## src/rtl/hazard_ctrl.sv

```systemverilog
// Load-use hazard detection and pipeline control with shadow ID/EX, EX/MEM, MEM/WB
// register-name copies for the forwarding unit, taken-branch flush and HLT drain.
module hazard_ctrl #(
    parameter int         CNT_W  = 16,
    parameter logic [3:0] LW_OP  = 4'b1000,
    parameter logic [3:0] SW_OP  = 4'b1001,
    parameter logic [3:0] HLT_OP = 4'b1111
) (
    input  logic             clk,
    input  logic             rst,
    input  logic             if_id_valid,
    input  logic [3:0]       if_id_opcode,
    input  logic [3:0]       if_id_rs,
    input  logic [3:0]       if_id_rt,
    input  logic [3:0]       if_id_rd,
    input  logic             branch_taken,
    output logic [3:0]       id_ex_rs,
    output logic [3:0]       id_ex_rt,
    output logic [3:0]       id_ex_rd,
    output logic [3:0]       id_ex_opcode,
    output logic             id_ex_valid,
    output logic             id_ex_regWrite,
    output logic             id_ex_memRead,
    output logic             id_ex_memWrite,
    output logic [3:0]       ex_mem_rt,
    output logic [3:0]       ex_mem_rd,
    output logic [3:0]       ex_mem_opcode,
    output logic             ex_mem_valid,
    output logic             ex_mem_regWrite,
    output logic             ex_mem_memWrite,
    output logic [3:0]       mem_wb_rd,
    output logic [3:0]       mem_wb_opcode,
    output logic             mem_wb_valid,
    output logic             mem_wb_regWrite,
    output logic             stall_pc,
    output logic             stall_if_id,
    output logic             flush_if_id,
    output logic             halted,
    output logic [CNT_W-1:0] stall_cnt
);

    localparam logic [1:0] RUN   = 2'd0;
    localparam logic [1:0] DRAIN = 2'd1;
    localparam logic [1:0] HALT  = 2'd2;

    logic [1:0] state, state_nxt;
    logic       dec_regWrite, dec_memRead, dec_memWrite;
    logic       load_use, hold;

    always_comb begin
        dec_regWrite = if_id_valid & (~if_id_opcode[3] |
                       (if_id_opcode inside {4'b1000, 4'b1010, 4'b1011, 4'b1110}));
        dec_memRead  = if_id_valid & (if_id_opcode == LW_OP);
        dec_memWrite = if_id_valid & (if_id_opcode == SW_OP);
    end

    // A store's rt is its data, which MEM-MEM forwarding covers, so it does not stall.
    assign load_use = id_ex_memRead & (id_ex_rd != 4'd0) & if_id_valid &
                      ((id_ex_rd == if_id_rs) | ((id_ex_rd == if_id_rt) & (if_id_opcode != SW_OP)));

    assign hold        = load_use | (state != RUN);
    assign stall_pc    = hold;
    assign stall_if_id = hold;
    assign flush_if_id = (branch_taken & ~load_use) | (state == DRAIN);

    always_comb begin
        state_nxt = state;
        case (state)
            RUN:     if (if_id_valid && if_id_opcode == HLT_OP && !load_use && !branch_taken)
                         state_nxt = DRAIN;
            DRAIN:   if (mem_wb_valid && mem_wb_opcode == HLT_OP)
                         state_nxt = HALT;
            HALT:    state_nxt = HALT;
            default: state_nxt = RUN;
        endcase
    end

    always_ff @(posedge clk) begin
        if (rst) begin
            state           <= RUN;
            halted          <= 1'b0;
            stall_cnt       <= '0;
            id_ex_rs        <= 4'd0;
            id_ex_rt        <= 4'd0;
            id_ex_rd        <= 4'd0;
            id_ex_opcode    <= 4'd0;
            id_ex_valid     <= 1'b0;
            id_ex_regWrite  <= 1'b0;
            id_ex_memRead   <= 1'b0;
            id_ex_memWrite  <= 1'b0;
            ex_mem_rt       <= 4'd0;
            ex_mem_rd       <= 4'd0;
            ex_mem_opcode   <= 4'd0;
            ex_mem_valid    <= 1'b0;
            ex_mem_regWrite <= 1'b0;
            ex_mem_memWrite <= 1'b0;
            mem_wb_rd       <= 4'd0;
            mem_wb_opcode   <= 4'd0;
            mem_wb_valid    <= 1'b0;
            mem_wb_regWrite <= 1'b0;
        end else begin
            state  <= state_nxt;
            halted <= (state_nxt == HALT);
            if (load_use && stall_cnt != '1)
                stall_cnt <= stall_cnt + CNT_W'(1);

            // Downstream stages never back-pressure.
            ex_mem_rt       <= id_ex_rt;
            ex_mem_rd       <= id_ex_rd;
            ex_mem_opcode   <= id_ex_opcode;
            ex_mem_valid    <= id_ex_valid;
            ex_mem_regWrite <= id_ex_regWrite;
            ex_mem_memWrite <= id_ex_memWrite;
            mem_wb_rd       <= ex_mem_rd;
            mem_wb_opcode   <= ex_mem_opcode;
            mem_wb_valid    <= ex_mem_valid;
            mem_wb_regWrite <= ex_mem_regWrite;

            if (hold) begin
                id_ex_rs       <= 4'd0;
                id_ex_rt       <= 4'd0;
                id_ex_rd       <= 4'd0;
                id_ex_opcode   <= 4'd0;
                id_ex_valid    <= 1'b0;
                id_ex_regWrite <= 1'b0;
                id_ex_memRead  <= 1'b0;
                id_ex_memWrite <= 1'b0;
            end else begin
                id_ex_rs       <= if_id_rs;
                id_ex_rt       <= if_id_rt;
                id_ex_rd       <= if_id_rd;
                id_ex_opcode   <= if_id_opcode;
                id_ex_valid    <= if_id_valid;
                id_ex_regWrite <= dec_regWrite;
                id_ex_memRead  <= dec_memRead;
                id_ex_memWrite <= dec_memWrite;
            end
        end
    end

endmodule

```

## config.mk

```make
export PLATFORM = sky130hd
export DESIGN_NAME = hazard_ctrl
export DESIGN_NICKNAME = d
export VERILOG_FILES = /design/src/rtl/hazard_ctrl.sv
export SDC_FILE = /design/constraint.sdc
export NUM_CORES = 1
export LEC_CHECK = 0
export CAP_MARGIN = 25
export CORE_MARGIN = 2
export CORE_UTILIZATION = 40
export DETAILED_ROUTE_END_ITERATION = 10
export GPL_ROUTABILITY_DRIVEN = 0
export PLACE_DENSITY = 0.83
export SLEW_MARGIN = 20
export SYNTH_ARGS = -nofsm -noshare
export SYNTH_HDL_FRONTEND = slang
export SYNTH_SLANG_ARGS = --single-unit
```

## constraint.sdc

```tcl
create_clock -name clk -period 2.8 [get_ports clk]
set_input_delay 0.56 -clock clk [delete_from_list [all_inputs] [get_ports clk]]
set_output_delay 0.56 -clock clk [all_outputs]
set_load 0.01 [all_outputs]
```

---- Word-level counts from Yosys, hierarchy flattened ----
Cells that the tools add are included.
cells by class
  add/subtract/negate cells ............... 1
  equality and inequality tests ........... 14
  mux-type cells .......................... 3
  bitwise logic cells ..................... 14
  reduce and logical (&&, ||, !) cells .... 12
operators with widths
  cell                                                                   number
  4-bit equality test, second input constant                             7
  16-bit by 1-bit adder with 16-bit output, second input constant        1
  16-bit inequality test, second input constant                          1
  1-bit bitwise AND                                                      8
  4-bit equality test                                                    2
  4-bit nonzero test                                                     2
  2-bit one-hot mux with 3 select lines                                  1
  1-bit logical AND                                                      5
  2-bit equality test, second input constant                             2
  2-bit two-way mux                                                      2
  4-bit inequality test, second input constant                           1
  1-bit OR                                                               4
  2-bit by 1-bit equality test with 1-bit output, second input constant  1
  1-bit zero test                                                        2
  2-bit zero test                                                        1
  1-bit NOT                                                              2
  2-bit nonzero test                                                     1
  2-bit OR reduction                                                     1
word-level totals
  register bits after elaboration ......... 64
  output and inout bits ................... 65
  word-level logic and storage cells ...... 65

---- Logic depth before layout (Yosys ltp) ----
Gate-level depths: netlist (run 1).
  depth after elaboration ................. 10
  depth in mapped cells ................... 7
  gate-level depth less buffers ........... 6

---- Worst setup path before layout (run 1) ----
OpenSTA, ideal clock, no wires.
  path kind ............................... input -> register
  start point ............................. input if_id_rs[2]
  end point ............................... register stall_cnt[12]
  setup time .............................. 0.071 ns
  arrival ................................. 2.301 ns
  slack ................................... 0.428 ns
  stages .................................. 7
  cell sequence ........................... xor2_1 > nor4_4 > a41oi_4 > or4_1 > buf_2 > or4_1 > a21oi_1
on the way
  cells in the longest elaborated chain, start to end .. 4
RTL lines
  element                 line  source
  start: declaration      13    input logic [3:0] if_id_rs,
  4-bit equality test     59    ((id_ex_rd == if_id_rs) | ((id_ex_rd == if_id_rt) & (if_id_opcode != SW_OP)));
  1-bit OR                59
  1-bit bitwise AND       58    assign load_use = id_ex_memRead & (id_ex_rd != 4'd0) & if_id_valid &
  1-bit logical AND       104   if (load_use && stall_cnt != '1)
  end signal: assignment  105   stall_cnt <= stall_cnt + CNT_W'(1);
  end: declaration        39    output logic [CNT_W-1:0] stall_cnt
Every way passes these cells.
A chain may end at the register's enable or synchronous reset.

---- Worst setup path after layout (run 1) ----
  start point ............................. input if_id_rs[1]
  end point ............................... output stall_if_id
on the way
  cells in the longest elaborated chain, start to end .. 4
RTL lines
  element              line  source
  4-bit equality test  59
  1-bit OR             59
  1-bit bitwise AND    58
  1-bit OR             61    assign hold = load_use | (state != RUN);
  end: declaration     36    output logic stall_if_id,
Every way passes these cells.

==> out/metrics.csv, run 1 <==
stage,metric,value,unit
detailed_routing,via count,1907,
final_layout,layout cells sized above 1,14.59,%
timing,clk_skew,0.006418,ns
logic_synthesis,Post-synth EDFFs,0,
job,MaxCap Viol Count,0,
final_layout,# nets final,345,
setup_path,Slowest cell on crit path,clkdlybuf4s50_1,
placement,I/O Buffers,84,
hold_path,Hold Path Class,reg2reg,
run_status,status,"complete, no violations",
timing,setup TNS,0,ns
detailed_routing,DRC violations left,0,
timing,fmax,0.3738,GHz
timing,Setup WS post-layout,0.1249,ns
global_routing,GRT Total Usage,18.63,%
setup_path,Top Family by Delay on Critical Path,buffers and inverters,
final_layout,n_diodes,0,
clock_tree,clk buf depth,2,
clock_tree,Inserted Clock Buffers,9,
detailed_routing,Initial DRC Count,57,
global_routing,number of global-route vias before repair,1884,
setup_path,CP Data Arrival Time,2.12,ns
setup_path,Setup crit end kind,primary output,
logic_synthesis,mapped cell area,0.002316,mm²
logic_synthesis,most numerous cell in the Yosys netlist,dfxtp_1,
logic_synthesis,Mapped Cells,222,
timing,slew margin rel.,57.33,%
logic_synthesis,Yosys Warn Count,0,
pwr,PwrDens,572.3,mW/mm²
floorplanning,Initial Util,41.80,%
timing,final worst-path cycle share,95.54,%
timing,"Setup violations, final",0,
timing,Hold Fails Final Rpt,0,
timing,RSZ-0062 raised after global routing,false,
timing,Least-Margin Pin Slew,0.6348,ns
floorplanning,I/O pins,85,
pwr,LEAKAGE,1.361,nW
logic_synthesis,Yosys reg bits,64,
floorplanning,full die area,0.006414,mm²
setup_path,crit-path max FO,2,
setup_path,startpoint types,input pin,
setup_path,largest incremental delay on the critical path,0.51,ns
floorplanning,Core Region,0.005540,mm²
logic_synthesis,synth cell count leaders,"dfxtp_1, nor2b_1, and2_1",
clock_tree,clk_lat worst skew,0.34,ns
detailed_routing,DR WL/cell,13.67,µm
logic_synthesis,Mapped Nets,243,
global_routing,pin count of the biggest net entering global routing,49,
setup_path,Crit Path Class,in2out,
logic_synthesis,asr flop ratio synth,0,%
final_layout,Layout area overhead,54.35,%
global_routing,first-pass GRT wire length,9025,µm
final_layout,Fillers,449,
pwr,peak supply drop,0.0004101,V
clock_tree,post-CTS setup buffers,0,
floorplanning,Die Height,80.09,µm
detailed_routing,drt total wl,5480,µm
pwr,Final Power,2.046,mW
detailed_routing,Pre-antenna DRT Iters,4,
floorplanning,Horiz. Die Dim,80.09,µm
setup_path,WP buf/inv,2,
logic_synthesis,ranking of synthesized cells by area,"dfxtp_1, nor2b_1, and2_1",
detailed_routing,Antenna Nets Post-Route,0,
global_routing,initial antenna violation count,0,
placement,pre-CTS setup slack,-0.2675,ns
clock_tree,Clock Sinks,64,
setup_path,worst path cell trace,clkdlybuf4s50_1 -> xor2_2 -> nor4_4 -> a41oi_4 -> nor2_2 -> or3_1 -> clkbuf_2,
global_routing,GR Overflow Total,0,
logic_synthesis,sequential fraction of the synthesis area,55.32,%
logic_synthesis,Synth cell types,39,
timing,Final Max Slew Viols,0,
clock_tree,root buffer cell,clkbuf_8,
setup_path,critical path data required time,2.24,ns
clock_tree,"Clk pin slew, worst setup/hold paths",0.07,ns
logic_synthesis,main flop type after synthesis,dfxtp_1,
floorplanning,cell row count,27,
placement,post-DP HPWL,4058,µm
logic_synthesis,syn avg cell area,10.43,µm²
clock_tree,TritonCTS clock tree,done,
logic_synthesis,Synth top area share,55.32,%
detailed_routing,vias per cell,4.756,
clock_tree,CTS H-tree depth,3,
timing,crit path time final,2.675,ns
logic_synthesis,leading area contributor after synthesis,dfxtp_1,
-- power by group --
part	switching (mW)	total [mW]	internal (mW)
sequential	0.0189	0.958	0.939
combinational	0.0813	0.191	0.110
clock	0.386	0.896	0.510
total	0.486	2.05	1.56
-- final timing paths --
check                                           startpoint                     endpoint  slack (ns)  depth (start not counted)
worst max-delay path                           if_id_rs[1]                  stall_if_id        0.12                          7
worst min-delay path            id_ex_opcode[2]$_SDFF_PP0_  ex_mem_opcode[2]$_SDFF_PP0_        0.46                          1
worst max register to register      id_ex_rd[2]$_SDFF_PP0_   stall_cnt[10]$_SDFFE_PP0P_        0.41                          8
worst min register to register  id_ex_opcode[2]$_SDFF_PP0_  ex_mem_opcode[2]$_SDFF_PP0_        0.46                          1
-- through the flow --
| step | hold slack (ns) | cells | cell area (µm²) | util [%] |
|---|---|---|---|---|
| after floorplan | 0.4922 | 222 | 2316 | - |
| after global placement | 0.4494 | 384 | 3312 | 59.78 |
| after detailed placement | 0.4517 | 385 | 3319 | 59.91 |
| after CTS | 0.4677 | 401 | 3575 | 64.52 |
| after global routing | 0.4745 | 401 | 3575 | 64.52 |
| final | 0.4631 | 401 | 3575 | 64.52 |
-- state kept, by name, summed over array words and instances, names as in the netlist --
signal           cells
id_ex_rd             4
id_ex_valid          1
id_ex_memRead        1
ex_mem_rd            4
mem_wb_valid         1
id_ex_regWrite       1
mem_wb_rd            4
halted               1
ex_mem_opcode        4
id_ex_opcode         4
ex_mem_rt            4
ex_mem_regWrite      1
mem_wb_regWrite      1
ex_mem_valid         1
ex_mem_memWrite      1
id_ex_memWrite       1
id_ex_rt             4
stall_cnt           16
state                2
id_ex_rs             4
mem_wb_opcode        4
-- logic make-up after synthesis --
kind of cell	synth area share (%)
AO/OA/AOI/OAI	6.051
XOR/XNOR	6.051
adder cells (fa/ha/maj)	0.9724
buffers and inverters	2.485
flip-flops	55.32
multiplexers	1.405
AND/OR/NAND/NOR	27.71
-- metal layers --
metal | global-route usage, % | up-vias | share of wire, %
li1 | - | 958 | -
met1 | 22.38 | 892 | 43
met2 | 31.33 | 49 | 51
met3 | 4.831 | 8 | 4.7
met4 | 8.136 | 0 | 1.4
met5 | 0 | - | 0
-- area by class of cell --
class                   count  area, µm²  area share, %
clock buffers               9      123.9          3.465
inverters                   6      22.52         0.6300
multi-input cells         144       1013          28.35
well taps                  72      90.09          2.520
repair buffers             99      940.9          26.32
clock inverters             7      102.6          2.870
flip-flops and latches     64       1281          35.84
-- what timing repair did --
item	CTS	global route
cloned	0	0
hold buffers	0	0
resized for setup	8	10
pin swaps	0	3
endpoints found under the setup margin	3	5
-- cell usage in the layout, fill, tap and decap left out, types with 3 or more instances in the layout --
master	count
clkbuf_8	9
nor2_1	13
dfxtp_1	64
nand3_1	3
clkbuf_2	3
nor2b_1	27
xor2_2	4
inv_1	6
nand2_1	8
nand4_1	4
dlymetal6s2s_1	3
xnor2_1	9
xor2_1	3
clkdlybuf4s50_1	77
buf_4	15
o21ai_0	5
a21oi_1	5
nor3_1	3
and2_1	20
nor4_1	4
or4_1	3
or3_1	5
and4_1	4
(Power assumes the default switching activity.)
==> run 2: changes to the inputs <==
--- a/config.mk
+++ b/config.mk
@@ -6,7 +6,7 @@
 export NUM_CORES = 1
 export LEC_CHECK = 0
 export CAP_MARGIN = 25
-export CORE_MARGIN = 2
+export CORE_MARGIN = 1.5
 export CORE_UTILIZATION = 40
 export DETAILED_ROUTE_END_ITERATION = 10
 export GPL_ROUTABILITY_DRIVEN = 0
==> run 2 against run 1 <==
Net effect: global-route usage increased by 0.27 points; critical path depth unchanged; design area decreased by 0.53%.
==> out/metrics.csv, run 2 (synthesized netlist as in run 1, its figures left out) <==
stage,metric,value,unit,change
run_status,status,"complete, no violations",,
final_layout,Multi-input gate area,0.001010,mm²,-0.37%
final_layout,Fillers,460,,+2.4%
timing,Least-Margin Pin Slew,0.6896,ns,+0.05480 ns
floorplanning,full die area,0.006255,mm²,-2.5%
detailed_routing,via count,1923,,+0.84%
timing,Final Max Slew Viols,0,,unchanged
final_layout,most frequent cells in the layout,"clkdlybuf4s50_1, dfxtp_1, nor2b_1",,
setup_path,Crit Path Class,in2out,,
timing,RSZ-0062 raised after global routing,false,,
setup_path,Setup crit end kind,primary output,,
detailed_routing,drt total wl,5526,µm,+0.84%
final_layout,"commonest non-fill, non-tap cell in the layout",clkdlybuf4s50_1,,
placement,I/O Buffers,84,,unchanged
timing,slew margin rel.,53.65,%,-3.7 points
setup_path,crit-path max FO,2,,unchanged
final_layout,Final Core Density,64.18,%,-0.34 points
global_routing,GRT Total Usage,18.91,%,+0.27 points
clock_tree,root buffer cell,clkbuf_8,,
final_layout,max FFs per register,16,,unchanged
clock_tree,clk_lat worst skew,0.33,ns,about the same
clock_tree,TritonCTS clock tree,done,,
hold_path,Hold Path Class,reg2reg,,
setup_path,r2r startpoint,id_ex_rd[0]$_SDFF_PP0_,,
setup_path,critical path data required time,2.24,ns,about the same
setup_path,startpoint types,input pin,,
global_routing,GR Layer Usage met1,21.87,%,-0.51 points
timing,final worst-path cycle share,97.15,%,+1.6 points
setup_path,CP Data Arrival Time,2.16,ns,+0.04 ns
hold_path,hold wc startpoint,ex_mem_opcode[3]$_SDFF_PP0_,,
clock_tree,Hold Buf Count CTS,0,,unchanged
global_routing,pin count of the biggest net entering global routing,49,,unchanged
floorplanning,Die Height,79.09,µm,-1.2%
floorplanning,Horiz. Die Dim,79.09,µm,-1.2%
pwr,PwrDens,546.6,mW/mm²,-4.5%
detailed_routing,vias per cell,4.808,,+1.1%
timing,crit path time final,2.720,ns,+0.04522 ns
global_routing,number of global-route vias before repair,1844,,-2.1%
timing,clk_skew,0.008403,ns,+0.001984 ns
global_routing,layer with the highest usage,met2,,
timing,"Setup violations, final",0,,unchanged
timing,Hold Fails Final Rpt,0,,unchanged
placement,post-DP HPWL,4109,µm,+1.3%
placement,placed cells,384,,-0.26%
clock_tree,CTS H-tree depth,3,,unchanged
final_layout,layout cells sized above 1,13.11,%,-1.5 points
final_layout,Biggest register,stall_cnt,,
global_routing,GR Overflow Total,0,,unchanged
pwr,LEAKAGE,1.356,nW,-0.38%
final_layout,post-route insts no fill,400,,-0.25%
global_routing,met2 usage,33.25,%,+1.9 points
global_routing,first-pass GRT wire length,8983,µm,-0.47%
floorplanning,Core Region,0.005540,mm²,unchanged
floorplanning,Initial Util,41.80,%,unchanged
pwr,Final Power,1.944,mW,-5.0%
clock_tree,"Clk pin slew, worst setup/hold paths",0.07,ns,about the same
setup_path,Setup crit start,if_id_rt[2],,
clock_tree,Inserted Clock Buffers,9,,unchanged
final_layout,register area,0.001281,mm²,unchanged
pwr,peak supply drop,0.0003784,V,-7.7%
detailed_routing,Initial DRC Count,57,,unchanged
final_layout,n_diodes,0,,unchanged
global_routing,GRT met3 Usage,3.793,%,-1.0 points
job,MaxCap Viol Count,0,,unchanged
final_layout,# nets final,344,,-0.29%
clock_tree,clk buf depth,2,,unchanged
detailed_routing,DR WL/cell,13.82,µm,+1.1%
timing,fmax,0.3676,GHz,-1.7%
floorplanning,cell row count,27,,unchanged
final_layout,Layout area overhead,53.54,%,
detailed_routing,Pre-antenna DRT Iters,4,,unchanged
clock_tree,Clock Sinks,64,,unchanged
detailed_routing,DRC violations left,0,,unchanged
global_routing,initial antenna violation count,0,,unchanged
timing,WHS,0.4680,ns,+0.004953 ns
floorplanning,I/O pins,85,,unchanged
detailed_routing,Antenna Nets Post-Route,0,,unchanged
[run 2: changes by cell type in the layout (fill, tap and decap cells not counted), sizes merged]
| cell | change |
|---|---|
| bufinv | -1 |
| clkinv | +1 |
| clkinvlp | +1 |
| clkdlybuf4s15 | +1 |
| buf | -1 |
| clkdlybuf4s50 | -1 |
| clkbuf | -3 |
| dlygate4sd2 | +2 |
| dlymetal6s2s | +1 |
| inv | -1 |
[run 2: path summary, 6_finish.rpt]
| kind | endpoint | slack (ns) | cells past startpoint |
|---|---|---|---|
| setup / recovery | stall_if_id | 0.08 | 7 |
| hold / removal | mem_wb_opcode[3]$_SDFF_PP0_ | 0.47 | 1 |
| setup reg to reg | stall_cnt[10]$_SDFFE_PP0P_ | 0.35 | 8 |
| hold reg to reg | mem_wb_opcode[3]$_SDFF_PP0_ | 0.47 | 1 |
[run 2: timing repair]
action / in CTS / in global routing
gates resized for setup: 9 / 4
setup endpoints to repair: 3 / 6
buffers inserted: 0 / 0
pin swaps: 1 / 0
endpoints found under the hold margin: 0 / 0
[run 2: routing by layer]
| metal | up-vias | wire, µm |
|---|---|---|
| met2 | 55 | 2810 |
| met4 | 0 | 104 |
| met1 | 903 | 2384 |
| met5 | - | 0 |
| met3 | 7 | 226 |
| li1 | 958 | - |
[run 2: area by class of cell]
class                   count  area share [%]
multi-input cells         144           28.40
clock inverters             7           2.252
inverters                   6          0.6334
well taps                  72           2.533
flip-flops and latches     64           36.03
clock buffers               9           3.483
repair buffers             98           26.67
[run 2: critical path, stage by stage]
cell             delay (ns)
clkdlybuf4s50_1        0.48
xor2_1                 0.18
a31oi_2                0.07
a41oi_4                0.17
nor2_2                 0.07
or3_1                  0.33
dlygate4sd2_1          0.30
[run 2: per-stage QoR]
stage	instance area (µm²)	TNS [ns]	setup WS, ns
6_report	3556	0	0.07970
5_1_grt	3556	0	0.02371
4_1_cts	3546	-0.06554	-0.03329
3_5_place_dp	3312	-2.254	-0.3429
3_3_place_gp	3304	-4.087	-0.2498
2_1_floorplan	2316	0	0.4282
[run 2: where the power goes]
part           internal, mW  switching, mW  total (mW)
Combinational         0.110         0.0810       0.191
Clock                 0.418          0.376       0.794
Sequential            0.939         0.0191       0.958
